$ cat config.mk
export PLATFORM = sky130hd
export DESIGN_NAME = rop3_feeder_flat
export DESIGN_NICKNAME = d
export VERILOG_FILES = /design/src/rtl/rop3_feeder_if.sv /design/src/rtl/rop3_feeder.sv /design/src/flat_wrapper.sv
export SDC_FILE = /design/constraint.sdc
export NUM_CORES = 1
export LEC_CHECK = 0
export CORE_ASPECT_RATIO = 1.1
export CORE_MARGIN = 2
export CORE_UTILIZATION = 49
export DETAILED_ROUTE_END_ITERATION = 10
export GPL_TIMING_DRIVEN = 0
export PLACE_DENSITY = 0.89
export SYNTH_ARGS = -nofsm -noshare
export SYNTH_HDL_FRONTEND = slang
export SYNTH_SLANG_ARGS = --single-unit
$ cat constraint.sdc
create_clock -name clk -period 2.5 [get_ports clk]
set_clock_uncertainty 0.15 [all_clocks]
set_input_delay 0.375 -clock clk [delete_from_list [all_inputs] [get_ports clk]]
set_output_delay 0.375 -clock clk [all_outputs]
set_load 0.01 [all_outputs]
$ cat src/rtl/rop3_feeder_if.sv
// Signal bundle between the rop3 feeder, its host sequencer and the rop3 engine.
// master = feeder side, slave = host/engine environment side.
interface rop3_feeder_if #(
    parameter int N = 8
);
    // Request and response use valid/ready: a transfer happens on a rising edge
    // where valid and ready are both 1; valid and its payload hold until then.
    logic         in_valid;
    logic         in_ready;
    logic [N-1:0] in_p;
    logic [N-1:0] in_s;
    logic [N-1:0] in_d;
    logic [7:0]   in_mode;

    logic [N-1:0] rop_bitmap;
    logic [7:0]   rop_mode;
    logic         rop_frame;
    logic [N-1:0] rop_result;
    logic         rop_valid;

    logic         out_valid;
    logic         out_ready;
    logic [N-1:0] out_result;
    logic         out_err;
    logic         out_illegal;

    modport master (
        input  in_valid, in_p, in_s, in_d, in_mode, rop_result, rop_valid, out_ready,
        output in_ready, rop_bitmap, rop_mode, rop_frame, out_valid, out_result,
               out_err, out_illegal
    );

    modport slave (
        output in_valid, in_p, in_s, in_d, in_mode, rop_result, rop_valid, out_ready,
        input  in_ready, rop_bitmap, rop_mode, rop_frame, out_valid, out_result,
               out_err, out_illegal
    );
endinterface

$ cat src/rtl/rop3_feeder.sv
// Takes one parallel ROP request, streams P/S/D onto the engine bitmap bus,
// waits (bounded) for the engine result and returns it with error/illegal flags.
module rop3_feeder #(
    parameter int N       = 8,
    parameter int TIMEOUT = 16
) (
    input  logic           clk,
    input  logic           srst_n,
    rop3_feeder_if.master  bus,
    output logic [2:0]     dbg_state
);
    localparam int CW = $clog2(TIMEOUT + 1);

    typedef enum logic [2:0] {
        IDLE   = 3'd0,
        SEND_P = 3'd1,
        SEND_S = 3'd2,
        SEND_D = 3'd3,
        WAIT   = 3'd4,
        RESP   = 3'd5
    } state_t;

    state_t        state;
    logic [N-1:0]  s_q;
    logic [N-1:0]  d_q;
    logic [CW-1:0] cnt;

    assign dbg_state = state;

    function automatic logic mode_legal(input logic [7:0] m);
        case (m)
            8'h00, 8'h11, 8'h33, 8'h44, 8'h55, 8'h5A, 8'h66, 8'h88,
            8'hBB, 8'hC0, 8'hCC, 8'hEE, 8'hF0, 8'hFB, 8'hFF: mode_legal = 1'b1;
            default:                                         mode_legal = 1'b0;
        endcase
    endfunction

    // Outputs are loaded on the transition into the state that presents them.
    always_ff @(posedge clk or negedge srst_n) begin
        if (!srst_n) begin
            state           <= IDLE;
            s_q             <= '0;
            d_q             <= '0;
            cnt             <= '0;
            bus.in_ready    <= 1'b0;
            bus.rop_bitmap  <= '0;
            bus.rop_mode    <= '0;
            bus.rop_frame   <= 1'b0;
            bus.out_valid   <= 1'b0;
            bus.out_result  <= '0;
            bus.out_err     <= 1'b0;
            bus.out_illegal <= 1'b0;
        end else begin
            case (state)
                IDLE: begin
                    bus.in_ready <= 1'b1;
                    if (bus.in_valid && bus.in_ready) begin
                        bus.in_ready <= 1'b0;
                        s_q          <= bus.in_s;
                        d_q          <= bus.in_d;
                        if (mode_legal(bus.in_mode)) begin
                            state          <= SEND_P;
                            bus.rop_bitmap <= bus.in_p;
                            bus.rop_mode   <= bus.in_mode;
                            bus.rop_frame  <= 1'b1;
                        end else begin
                            state           <= RESP;
                            bus.out_valid   <= 1'b1;
                            bus.out_result  <= '0;
                            bus.out_err     <= 1'b0;
                            bus.out_illegal <= 1'b1;
                        end
                    end
                end
                SEND_P: begin
                    state          <= SEND_S;
                    bus.rop_bitmap <= s_q;
                end
                SEND_S: begin
                    state          <= SEND_D;
                    bus.rop_bitmap <= d_q;
                end
                SEND_D: begin
                    state          <= WAIT;
                    bus.rop_bitmap <= '0;
                    bus.rop_frame  <= 1'b0;
                    cnt            <= '0;
                end
                WAIT: begin
                    // A result arriving on the last allowed cycle beats the timeout.
                    if (bus.rop_valid) begin
                        state          <= RESP;
                        bus.out_valid  <= 1'b1;
                        bus.out_result <= bus.rop_result;
                        bus.out_err    <= 1'b0;
                    end else if (cnt == CW'(TIMEOUT - 1)) begin
                        state          <= RESP;
                        bus.out_valid  <= 1'b1;
                        bus.out_result <= '0;
                        bus.out_err    <= 1'b1;
                    end else begin
                        cnt <= cnt + 1'b1;
                    end
                end
                RESP: begin
                    if (bus.out_ready) begin
                        state           <= IDLE;
                        bus.in_ready    <= 1'b1;
                        bus.out_valid   <= 1'b0;
                        bus.out_err     <= 1'b0;
                        bus.out_illegal <= 1'b0;
                        bus.rop_mode    <= '0;
                    end
                end
                default: state <= IDLE;
            endcase
        end
    end
endmodule

$ cat src/flat_wrapper.sv
// flat-port wrapper written by rule: the top's interface ports become plain ports
module rop3_feeder_flat 
#(
    parameter int N       = 8,
    parameter int TIMEOUT = 16
)
  (clk, srst_n, dbg_state, bus_in_valid, bus_in_p, bus_in_s, bus_in_d, bus_in_mode, bus_rop_result, bus_rop_valid, bus_out_ready, bus_in_ready, bus_rop_bitmap, bus_rop_mode, bus_rop_frame, bus_out_valid, bus_out_result, bus_out_err, bus_out_illegal);
  rop3_feeder_if #(.N(N)) bus_i ();
  input  logic clk;
  input  logic srst_n;
  output logic [2:0] dbg_state;
  input wire logic [$bits(bus_i.in_valid)-1:0] bus_in_valid;
  input wire logic [$bits(bus_i.in_p)-1:0] bus_in_p;
  input wire logic [$bits(bus_i.in_s)-1:0] bus_in_s;
  input wire logic [$bits(bus_i.in_d)-1:0] bus_in_d;
  input wire logic [$bits(bus_i.in_mode)-1:0] bus_in_mode;
  input wire logic [$bits(bus_i.rop_result)-1:0] bus_rop_result;
  input wire logic [$bits(bus_i.rop_valid)-1:0] bus_rop_valid;
  input wire logic [$bits(bus_i.out_ready)-1:0] bus_out_ready;
  output wire logic [$bits(bus_i.in_ready)-1:0] bus_in_ready;
  output wire logic [$bits(bus_i.rop_bitmap)-1:0] bus_rop_bitmap;
  output wire logic [$bits(bus_i.rop_mode)-1:0] bus_rop_mode;
  output wire logic [$bits(bus_i.rop_frame)-1:0] bus_rop_frame;
  output wire logic [$bits(bus_i.out_valid)-1:0] bus_out_valid;
  output wire logic [$bits(bus_i.out_result)-1:0] bus_out_result;
  output wire logic [$bits(bus_i.out_err)-1:0] bus_out_err;
  output wire logic [$bits(bus_i.out_illegal)-1:0] bus_out_illegal;
  assign bus_i.in_valid = bus_in_valid;
  assign bus_i.in_p = bus_in_p;
  assign bus_i.in_s = bus_in_s;
  assign bus_i.in_d = bus_in_d;
  assign bus_i.in_mode = bus_in_mode;
  assign bus_i.rop_result = bus_rop_result;
  assign bus_i.rop_valid = bus_rop_valid;
  assign bus_i.out_ready = bus_out_ready;
  assign bus_in_ready = bus_i.in_ready;
  assign bus_rop_bitmap = bus_i.rop_bitmap;
  assign bus_rop_mode = bus_i.rop_mode;
  assign bus_rop_frame = bus_i.rop_frame;
  assign bus_out_valid = bus_i.out_valid;
  assign bus_out_result = bus_i.out_result;
  assign bus_out_err = bus_i.out_err;
  assign bus_out_illegal = bus_i.out_illegal;
  rop3_feeder #(.N(N), .TIMEOUT(TIMEOUT)) u_core (.clk(clk), .srst_n(srst_n), .bus(bus_i), .dbg_state(dbg_state));
endmodule
==> results of run 1 <==
## how the worst min path moves through the flow
stage	to	startpoint	slack [ns]
after floorplan	u_core.bus.in_ready$_DFFE_PN0P_	srst_n	-0.07
after global placement	u_core.s_q[2]$_DFFE_PN0P_	u_core.s_q[2]$_DFFE_PN0P_	0.32
after detailed placement	u_core.bus.rop_bitmap[3]$_DFFE_PN0P_	srst_n	0.20
after CTS	u_core.bus.rop_mode[2]$_DFFE_PN0P_	bus_in_mode[2]	0.20
after global routing	u_core.bus.rop_mode[2]$_DFFE_PN0P_	bus_in_mode[2]	0.20
final	u_core.bus.rop_mode[2]$_DFFE_PN0P_	bus_in_mode[2]	0.21
## report_power, final
group / total, mW / switching [mW] / internal, mW
sequential: 1.44 / 0.228 / 1.21
combinational: 2.10 / 1.03 / 1.07
clock: 0.466 / 0.271 / 0.195
total: 4.00 / 1.53 / 2.48
## cells by family after synthesis
logic type	after synthesis
AOI/OAI and AO/OA	88
and+or+nand+nor	83
DFF	53
buffers and inverters	29
muxes	24
xor gates and xnor gates	4
adders and majority gates	2
## through the flow
stage               worst slack (ns)  area, µm²  std cells  setup TNS [ns]  power [mW]
detailed placement           -0.2823       3787        436          -4.625       3.545
CTS                          0.08667       3880        445               0       4.022
global route                 0.05702       3906        446               0       4.324
floorplan                     0.4715       2925        283               0       2.746
global placement             -0.5990       3772        435          -34.89       3.448
finish                        0.1811       3906        446               0       4.004
## worst max-delay path, delay by kind of cell
| family | cells | cell delay (ns) |
|---|---|---|
| AO/OA/AOI/OAI | 4 | 0.97 |
| buffers and inverters | 2 | 0.80 |
| AND/OR/NAND/NOR | 1 | 0.26 |
## cell type report
cell class                 instances  area, µm²
fill                             447       1863
multi-input combinational        201       1453
sequential                        53       1326
timing repair buffer              78      795.8
buffer                            20      118.9
tap                               77      96.34
clock buffer                       6      72.57
inverter                           9      33.78
clock inverter                     2      10.01
## per-layer routing
layer | vias up | part of all wire, % | track usage [%]
li1 | 1209 | - | -
met3 | 10 | 5.9 | 3.191
met2 | 109 | 49 | 38.01
met5 | - | 0 | 0
met4 | 0 | 1.7 | 8.929
met1 | 1197 | 43 | 30.73
## synth_stat cells (all sizes together), types with 9 or more instances
cell type	n
nor2	24
nand2	21
a22oi	18
buf	11
inv	9
dfrtp	53
nand2b	10
mux2	16
o21ai	20
## sequential cells by signal (all words and copies together), names as in the netlist
register and count:
u_core.bus.rop_mode 8, u_core.bus.out_illegal 1, u_core.bus.out_err 1, u_core.bus.out_result 8, u_core.cnt 5, u_core.bus.out_valid 1
u_core.s_q 8, u_core.d_q 8, u_core.bus.in_ready 1, u_core.dbg_state 3, u_core.bus.rop_bitmap 8, u_core.bus.rop_frame 1
## what timing repair did
action | CTS | global route
endpoints found under the hold margin | 19 | 0
buffers inserted | 0 | 1
setup endpoints to repair | 0 | 18
gates resized for setup | 0 | 1
hold buffers | 1 | 0
==> impl_results.md, run 1 <==
- Status: complete, no violations
- R2r worst-path depth: 5
- First-pass iteration count of the detailed router: 4
- Largest family of logic cells by synthesized area: compound AO/OA/AOI/OAI gates
- Final worst path period share: around 93%
- CP startpoint: bus_in_mode[7]
- CTS H-tree lvls: 2
- Largest net degree at the start of global routing: 35
- CTS Sinks: 53
- Power Density: between 1000 and 1500 nW/µm²
- Req. time, crit path: between 2 and 3 ns
- Final-report hold violation count: 0
- Layout cell share with drive strength beyond 1: between 10% and 20%
- XOR/XNOR Fraction of Synth Area: 1.198%
- Global route overflow: 0
- RD Place Congestion: 0.8577
- Clk root buf: clkbuf_8
- CTS tree: built
- VDD IR max: between 0.4 and 0.5 mV
- Routed vias/inst: approximately 5.7
- CTS max path bufs: 2
- Iter 0 DRT Violations: approximately 220
- Post-route DRC: 0
- Crit path launch type: primary input
- YS warnings: 0
- Final #Nets: between 400 and 500
- Post-synth ARST share: 100.0%
- Final Util: 67.71%
- Clk_lat worst skew: around 0.31 ns
- CP cell instances: clkdlybuf4s50_1 -> and4bb_1 -> a22oi_1 -> o22ai_1 -> buf_6 -> o311a_1 -> a211oi_2
- Worst reg2reg path startpoint: u_core.dbg_state[0]$_DFFE_PN0P_
- Post-layout minimum cycle time: 2.319 ns
- Final setup vio count: 0
- Seq/Total Area, Yosys: 45.34%
- Area contributors post-synth: dfrtp_1 (45%), mux2_2 (5.8%), a22oi_1 (4.6%)
- Max FO, Critical Path: 10
- Slowest-stage cell, CP: clkdlybuf4s50_1
- Mux cell area share after synthesis: a little under 9%
- Primary FF master, synth: dfrtp_1
- Crit path kind: primary input to register
- DIE WIDTH: approximately 78 µm
- RR Endpoint: u_core.s_q[1]$_DFFE_PN0P_
- Netlist cell types: 48
- Hold depth: 3
- Die area: 6605 µm²
- Critical path endpoint category: register
- Register bit total from synthesis: between 50 and 60
- Routed len/inst: 15.89 µm
- Most frequent cells in the layout: clkdlybuf4s50_1 (74), dfrtp_1 (53), nor2_1 (24)
- Worst slew margin: between 50% and 60%
- Adder-Cell Fraction of Synth Area: less than 1%
- Global-route wire length before repair: roughly 12,000 µm
- Synthesized instance count: 283
- Post-route ant nets: 0
- DRT Wirelength: ~7100 µm
- Hold slack: 0.2138 ns
- WP data arrival: 2.40 ns
- Area Overhead vs Synth: 33.53%
- Die Ht: approximately 85 µm
- Syn_area_per_cell: 10.34 µm²
- Top cell type's share of synthesized area: ~45%
- Core Area: ~5800 µm²
- Num ports: 77
- Max Slew Vio Count: 0
- GR Util All Layers: 23.01%
- Mapped Nets: between 300 and 400
- Hold Crit Class: primary input to register
- CP max stage delay: approximately 0.6 ns
- Initial antenna violation count: 0
- Post-synthesis compound-gate area fraction: 23.27%
- Total number of vias: about 2,500
- Synth area leader: dfrtp_1
- Worst-path clk slew: around 0.1 ns
- Critical Path Sink: u_core.bus.rop_bitmap[2]$_DFFE_PN0P_
- Vias in the first global route: about 2,600
- Leakage: between 1.5 and 2 nW
- Commonest non-fill, non-tap cell in the layout: clkdlybuf4s50_1
- Area share of and/or/nand/nor cells after synthesis: ~15%
- Final HPWL DP: roughly 5400 µm
- Fmax: around 0.43 GHz
- R2r setup slk: ~0.23 ns
- Site Rows: 29
- Ant. Diodes: 0
- Slew @ Worst Pin: between 0.6 and 0.7 ns
- RSZ-0062 raised after global routing: false
- Initial Util: 50.70%
- Max-Cap Viols: 0
- Clock buffer count from CTS: 5
- Port Buffers: 75
- Post-synth EDFFs: 0
- Synth Cell Area: 2925 µm²
(Power assumes the default switching activity.)
==> run 2, diff against run 1 <==
- REMOVE_ABC_BUFFERS: not set -> 1
==> run 2 against run 1 <==
Worst setup slack got worse by 0.093 ns. Largest power group unchanged. Critical path type unchanged. Via count is 2.9% lower. Register-to-register slack improved by 0.02 ns. Global-route usage down 1.2 points. Flip-flop and latch count is the same. Clock power is 12% higher. Critical endpoint is now u_core.bus.rop_mode[7]$_DFFE_PN0P_.
==> impl_results.md, run 2 (same netlist as run 1, synthesis figures left out) <==
- Die Ht: 85.04 µm (unchanged)
- Largest net degree at the start of global routing: 48 (+37%)
- Vias in the first global route: 2,486 (-2.8%)
- Most frequent cells in the layout: clkdlybuf4s50_1 (75), dfrtp_1 (52), nor2_1 (24)
- Seq pwr share: 39.0% (+3.1 points)
- Area Overhead vs Synth: 32.04%
- Ant. Diodes: 0 (unchanged)
- Comb pwr share: 47.9% (-4.6 points)
- Global route overflow: 0 (unchanged)
- CTS Sinks: 53 (unchanged)
- Clk root buf: clkbuf_8
- Critical path endpoint category: register
- DIE WIDTH: 77.67 µm (unchanged)
- Worst-path clk slew: 0.09 ns (about the same)
- Slew @ Worst Pin: 0.7117 ns (+0.04734 ns)
- DRT Wirelength: 6818 µm (-3.8%)
- Total number of vias: 2,451 (-2.9%)
- Routed vias/inst: 5.700 (+0.68%)
- CTS H-tree lvls: 2 (unchanged)
- Post-layout minimum cycle time: 2.412 ns (+0.09338 ns)
- Max Slew Vio Count: 0 (unchanged)
- Final worst path period share: 96.49% (+3.7 points)
- Sw Share: 37.47% (-0.65 points)
- Internal power: 2.492 mW (+0.55%)
- Site Rows: 29 (unchanged)
- RD Place Congestion: 0.7710 (-10%)
- Die area: 6605 µm² (unchanged)
- Status: complete, no violations
- Final setup vio count: 0 (unchanged)
- Req. time, crit path: 2.58 ns (about the same)
- Placement Cell Area: 3684 µm² (-2.7%)
- Clock network fraction of total power: 13.1% (+1.5 points)
- Crit path launch type: primary input
- Commonest non-fill, non-tap cell in the layout: clkdlybuf4s50_1
- Post-route DRC: 0 (unchanged)
- Worst slew margin: 52.45% (-3.3 points)
- Hold Crit Class: register to register
- Fmax: 0.4145 GHz (-3.9%)
- Port Buffers: 76 (+1.3%)
- Post-route ant nets: 0 (unchanged)
- Number of fill cells: 443 (-0.89%)
- Initial Util: 50.70% (unchanged)
- CTS max path bufs: 2 (unchanged)
- Net Switching: 1.493 mW (-2.2%)
- Iter 0 DRT Violations: 182 (-19%)
- Final total power: 3.984 mW (-0.50%)
- Final Cell Area: 3862 µm² (-1.1%)
- Clk_lat worst skew: 0.30 ns (about the same)
- Fin Setup TNS: 0 ns (unchanged)
- Final Util: 66.95% (-0.76 points)
- GR Util All Layers: 21.81% (-1.2 points)
- Final-report hold violation count: 0 (unchanged)
- Initial antenna violation count: 0 (unchanged)
- Power Density: 1032 nW/µm² (+0.63%)
- WP data arrival: 2.50 ns (+0.10 ns)
- Layout cell share with drive strength beyond 1: 14.73% (+0.64 points)
- Global-route wire length before repair: 11,520 µm (-6.2%)
- Num ports: 77 (unchanged)
- Final WS setup: 0.08769 ns (-0.09338 ns)
- Routed len/inst: 15.86 µm (-0.24%)
- Core Area: 5769 µm² (unchanged)
- Max FO, Critical Path: 12 (+2)
- Max-Cap Viols: 0 (unchanged)
- Final #Nets: 399 (-3.9%)
- Setup WS pre-CTS: -0.8930 ns (-0.6107 ns)
- Final HPWL DP: 4730 µm (-12%)
- Clock buffer count from CTS: 5 (unchanged)
- First-pass iteration count of the detailed router: 4 (unchanged)
- Crit path kind: primary input to register
- Multi-input gate area: 1488 µm² (+2.4%)
- CTS tree: built
- Leakage: 1.645 nW (-2.3%)
- VDD IR max: 0.5406 mV (+23%)
- Register area: 1330 µm² (+0.28%)
==> run 2: final cells by class <==
cell class / instances / area share [%]
inverter: 9 / 0.8746
clock buffer: 7 / 2.494
sequential: 53 / 34.43
multi-input combinational: 201 / 38.52
clock inverter: 1 / 0.1296
timing repair buffer: 82 / 21.06
tap: 77 / 2.494
==> run 2: path summary, 6_finish.rpt <==
path                                                   endpoint  slack [ns]  cells after the start                             from
min reg2reg                           u_core.cnt[4]$_DFFE_PN0P_        0.36                      2        u_core.cnt[4]$_DFFE_PN0P_
max                          u_core.bus.rop_mode[7]$_DFFE_PN0P_        0.09                      6                   bus_in_mode[7]
max in group asynchronous       u_core.dbg_state[2]$_DFFE_PN0P_        1.29                      3                           srst_n
min                                   u_core.cnt[4]$_DFFE_PN0P_        0.36                      2        u_core.cnt[4]$_DFFE_PN0P_
min in group asynchronous             u_core.d_q[4]$_DFFE_PN0P_        0.37                      2                           srst_n
max reg2reg                u_core.bus.rop_bitmap[3]$_DFFE_PN0P_        0.25                      5  u_core.dbg_state[0]$_DFFE_PN0P_
==> run 2: per-layer routing <==
| metal | vias to the layer above | part of all wire, % | track usage [%] |
|---|---|---|---|
| met3 | 8 | 4.5 | 4.149 |
| met1 | 1190 | 43 | 27.99 |
| met5 | - | 0 | 0 |
| met4 | 0 | 1.6 | 7.468 |
| li1 | 1185 | - | - |
| met2 | 68 | 51 | 36.99 |
==> run 2: power groups by stage <==
| stage | clock, mW | combinational (mW) | sequential, mW |
|---|---|---|---|
| after floorplan | 0 | 1.10 | 1.57 |
| after global placement | 0 | 1.82 | 1.53 |
| after detailed placement | 0 | 1.89 | 1.56 |
| after CTS | 0.535 | 1.92 | 1.55 |
| after global routing | 0.566 | 2.11 | 1.62 |
| final | 0.523 | 1.91 | 1.55 |
==> run 2: critical path, stage by stage <==
cell and delay [ns]:
clkdlybuf4s50_1 0.60, nand2_1 0.14, nor3_1 0.17, o31a_1 0.59, o31a_2 0.40, mux2i_1 0.22
==> run 2: what timing repair did <==
action                                 4_1_cts  5_1_grt
pin swaps                                    1        1
setup buffers                                1        2
setup endpoints to repair                   50       25
endpoints found under the hold margin       16        0
hold buffers                                 1        0
gates resized for setup                      6        4
==> run 2: metrics by stage <==
step,hold slack [ns],std cells
2_1_floorplan,-0.07059,263
4_1_cts,0.3625,428
3_3_place_gp,0.3219,416
3_5_place_dp,0.1684,418
5_1_grt,0.3765,430
6_report,0.3587,430
==> run 3, diff against run 2 <==
- PLACE_DENSITY: 0.89 -> 0.78
==> run 3 against run 2 <==
Combinational power about the same. Design area up 0.32%. Final cell count rose by 0.70%. Largest power group unchanged.
==> impl_results.md, run 3 (same netlist as run 1, synthesis figures left out) <==
- Status: complete, no violations
- Worst reg2reg path startpoint: u_core.dbg_state[2]$_DFFE_PN0P_
- Power Density: 1011 nW/µm² (-2.0%)
- Setup WS pre-CTS: -0.8742 ns (+0.01877 ns)
- CTS tree: built
- Critical path endpoint category: register
- Leakage: 1.657 nW (+0.68%)
- Post-layout minimum cycle time: 2.428 ns (+0.01524 ns)
- Crit path launch type: primary input
- Final worst path period share: 97.10% (+0.61 points)
- Ant. Diodes: 0 (unchanged)
- Final Util: 67.17% (+0.22 points)
- CTS H-tree lvls: 2 (unchanged)
- CP startpoint: bus_in_mode[7]
- CP cell instances: clkdlybuf4s50_1 -> and4bb_1 -> a22oi_1 -> o22ai_4 -> o31a_2 -> o21a_1
- Initial Util: 50.70% (unchanged)
- Final-report hold violation count: 0 (unchanged)
- Initial antenna violation count: 0 (unchanged)
- Fin Setup TNS: 0 ns (unchanged)
- Final #Nets: 402 (+0.75%)
- Final HPWL DP: 4788 µm (+1.2%)
- Post-route DRC: 0 (unchanged)
- Post-route ant nets: 0 (unchanged)
- Worst path bufs/invs: 1 (unchanged)
- DRT Wirelength: 7033 µm (+3.2%)
- Crit-path leading delay family: compound AO/OA/AOI/OAI gates
- Area Overhead vs Synth: 32.46%
- Core Area: 5769 µm² (unchanged)
- Total number of vias: 2,469 (+0.73%)
- Vias in the first global route: 2,404 (-3.3%)
- Crit path kind: primary input to register
- Fmax: 0.4119 GHz (-0.63%)
- RD Place Congestion: 0.8268 (+7.2%)
- CP max stage delay: 0.60 ns (about the same)
- Site Rows: 29 (unchanged)
- Slowest-stage cell, CP: clkdlybuf4s50_1
- Max Slew Vio Count: 0 (unchanged)
- Clock buffer count from CTS: 5 (unchanged)
- RSZ-0062 raised after global routing: false
- Routed len/inst: 16.24 µm (+2.4%)
- Die Ht: 85.04 µm (unchanged)
- Global route overflow: 0 (unchanged)
- DIE WIDTH: 77.67 µm (unchanged)
- Die area: 6605 µm² (unchanged)
- Worst-path clk slew: 0.09 ns (about the same)
- Global-route wire length before repair: 11,760 µm (+2.2%)
- Hold Crit Class: register to register
- Slew @ Worst Pin: 0.7841 ns (+0.07241 ns)
- Worst slew margin: 47.62% (-4.8 points)
- Hold_sp: u_core.bus.rop_frame$_DFFE_PN0P_
- Largest net degree at the start of global routing: 48 (unchanged)
- Commonest non-fill, non-tap cell in the layout: clkdlybuf4s50_1
- Most frequent cells in the layout: clkdlybuf4s50_1 (75), dfrtp_1 (52), nor2_1 (24)
- Number of fill cells: 457 (+3.2%)
- First-pass iteration count of the detailed router: 4 (unchanged)
- GR Util All Layers: 22.36% (+0.56 points)
- VDD IR max: 0.4996 mV (-7.6%)
- Max-Cap Viols: 0 (unchanged)
- Routed vias/inst: 5.702 (about the same)
- Final setup vio count: 0 (unchanged)
- CTS Sinks: 53 (unchanged)
- Req. time, crit path: 2.56 ns (-0.02 ns)
- Num ports: 77 (unchanged)
- Iter 0 DRT Violations: 188 (+3.3%)
- Clk root buf: clkbuf_8
- CTS max path bufs: 2 (unchanged)
- Final WS setup: 0.07245 ns (-0.01524 ns)
- Layout cell share with drive strength beyond 1: 15.17% (+0.44 points)
- WP data arrival: 2.49 ns (about the same)
- Max FO, Critical Path: 9 (-3)
- Clk_lat worst skew: 0.31 ns (about the same)
- Port Buffers: 76 (unchanged)
-- run 3: changes by cell type in the layout (fill, tap and decap cells not counted), sizes merged --
cell,previous run,this run
clkbuf,7,6
clkinv,1,2
buf,6,9
-- run 3: worst register-to-register path: stages, from the launching register on --
cell,delay (ns)
dfrtp_4,0.72
nor4b_1,0.45
nand2b_1,0.27
a32o_1,0.31
a31o_2,0.21
-- run 3: power by group --
group          internal, mW  switching, mW  leakage [nW]  total, mW
clock                 0.195          0.277        0.0450      0.472
combinational          1.03          0.869         0.946       1.90
sequential             1.21          0.339         0.666       1.55
total                  2.43           1.48          1.66       3.92
-- run 3: metal layers --
metal | track usage (%) | vias to the layer above | routed length (µm)
li1 | - | 1193 | -
met1 | 29.79 | 1185 | 3061
met2 | 38.24 | 85 | 3536
met3 | 2.979 | 6 | 347
met4 | 6.331 | 0 | 87
met5 | 0 | - | 0
-- run 3: timing repair --
item	in CTS	in global routing
pin swaps	1	2
endpoints found under the setup margin	38	28
hold buffers	1	0
buffers inserted	1	6
gates resized for setup	6	3
hold endpoints to repair	21	0
-- run 3: worst paths after layout --
kind,cells after the start,slack [ns],to
worst max-delay path,6,0.07,u_core.bus.rop_frame$_DFFE_PN0P_
min in group asynchronous,2,0.43,u_core.bus.out_result[1]$_DFFE_PN0P_
worst max register to register,4,0.29,u_core.bus.out_valid$_DFFE_PN0P_
max in group asynchronous,3,1.20,u_core.dbg_state[2]$_DFFE_PN0P_
worst min register to register,1,0.35,u_core.bus.rop_frame$_DFFE_PN0P_
worst min-delay path,1,0.35,u_core.bus.rop_frame$_DFFE_PN0P_
-- run 3: final cells by class --
class                   count  area (µm²)  share of cell area (%)
clock buffers               6       72.57                   1.873
flip-flops and latches     53        1330                   34.32
clock inverters             2       10.01                  0.2583
inverters                   9       33.78                  0.8718
well taps                  77       96.34                   2.486
repair buffers             85       850.8                   21.96
multi-input cells         201        1481                   38.23
-- run 3: metrics by stage --
| step | power (mW) | instance area [µm²] | std cells | hold slack (ns) |
|---|---|---|---|---|
| 2_1_floorplan | 2.668 | 2806 | 263 | -0.07059 |
| 4_1_cts | 3.931 | 3811 | 427 | 0.3552 |
| 6_report | 3.919 | 3875 | 433 | 0.3520 |
| 5_1_grt | 4.226 | 3875 | 433 | 0.3813 |
| 3_3_place_gp | 3.371 | 3664 | 416 | 0.3237 |
| 3_5_place_dp | 3.436 | 3685 | 417 | 0.2329 |
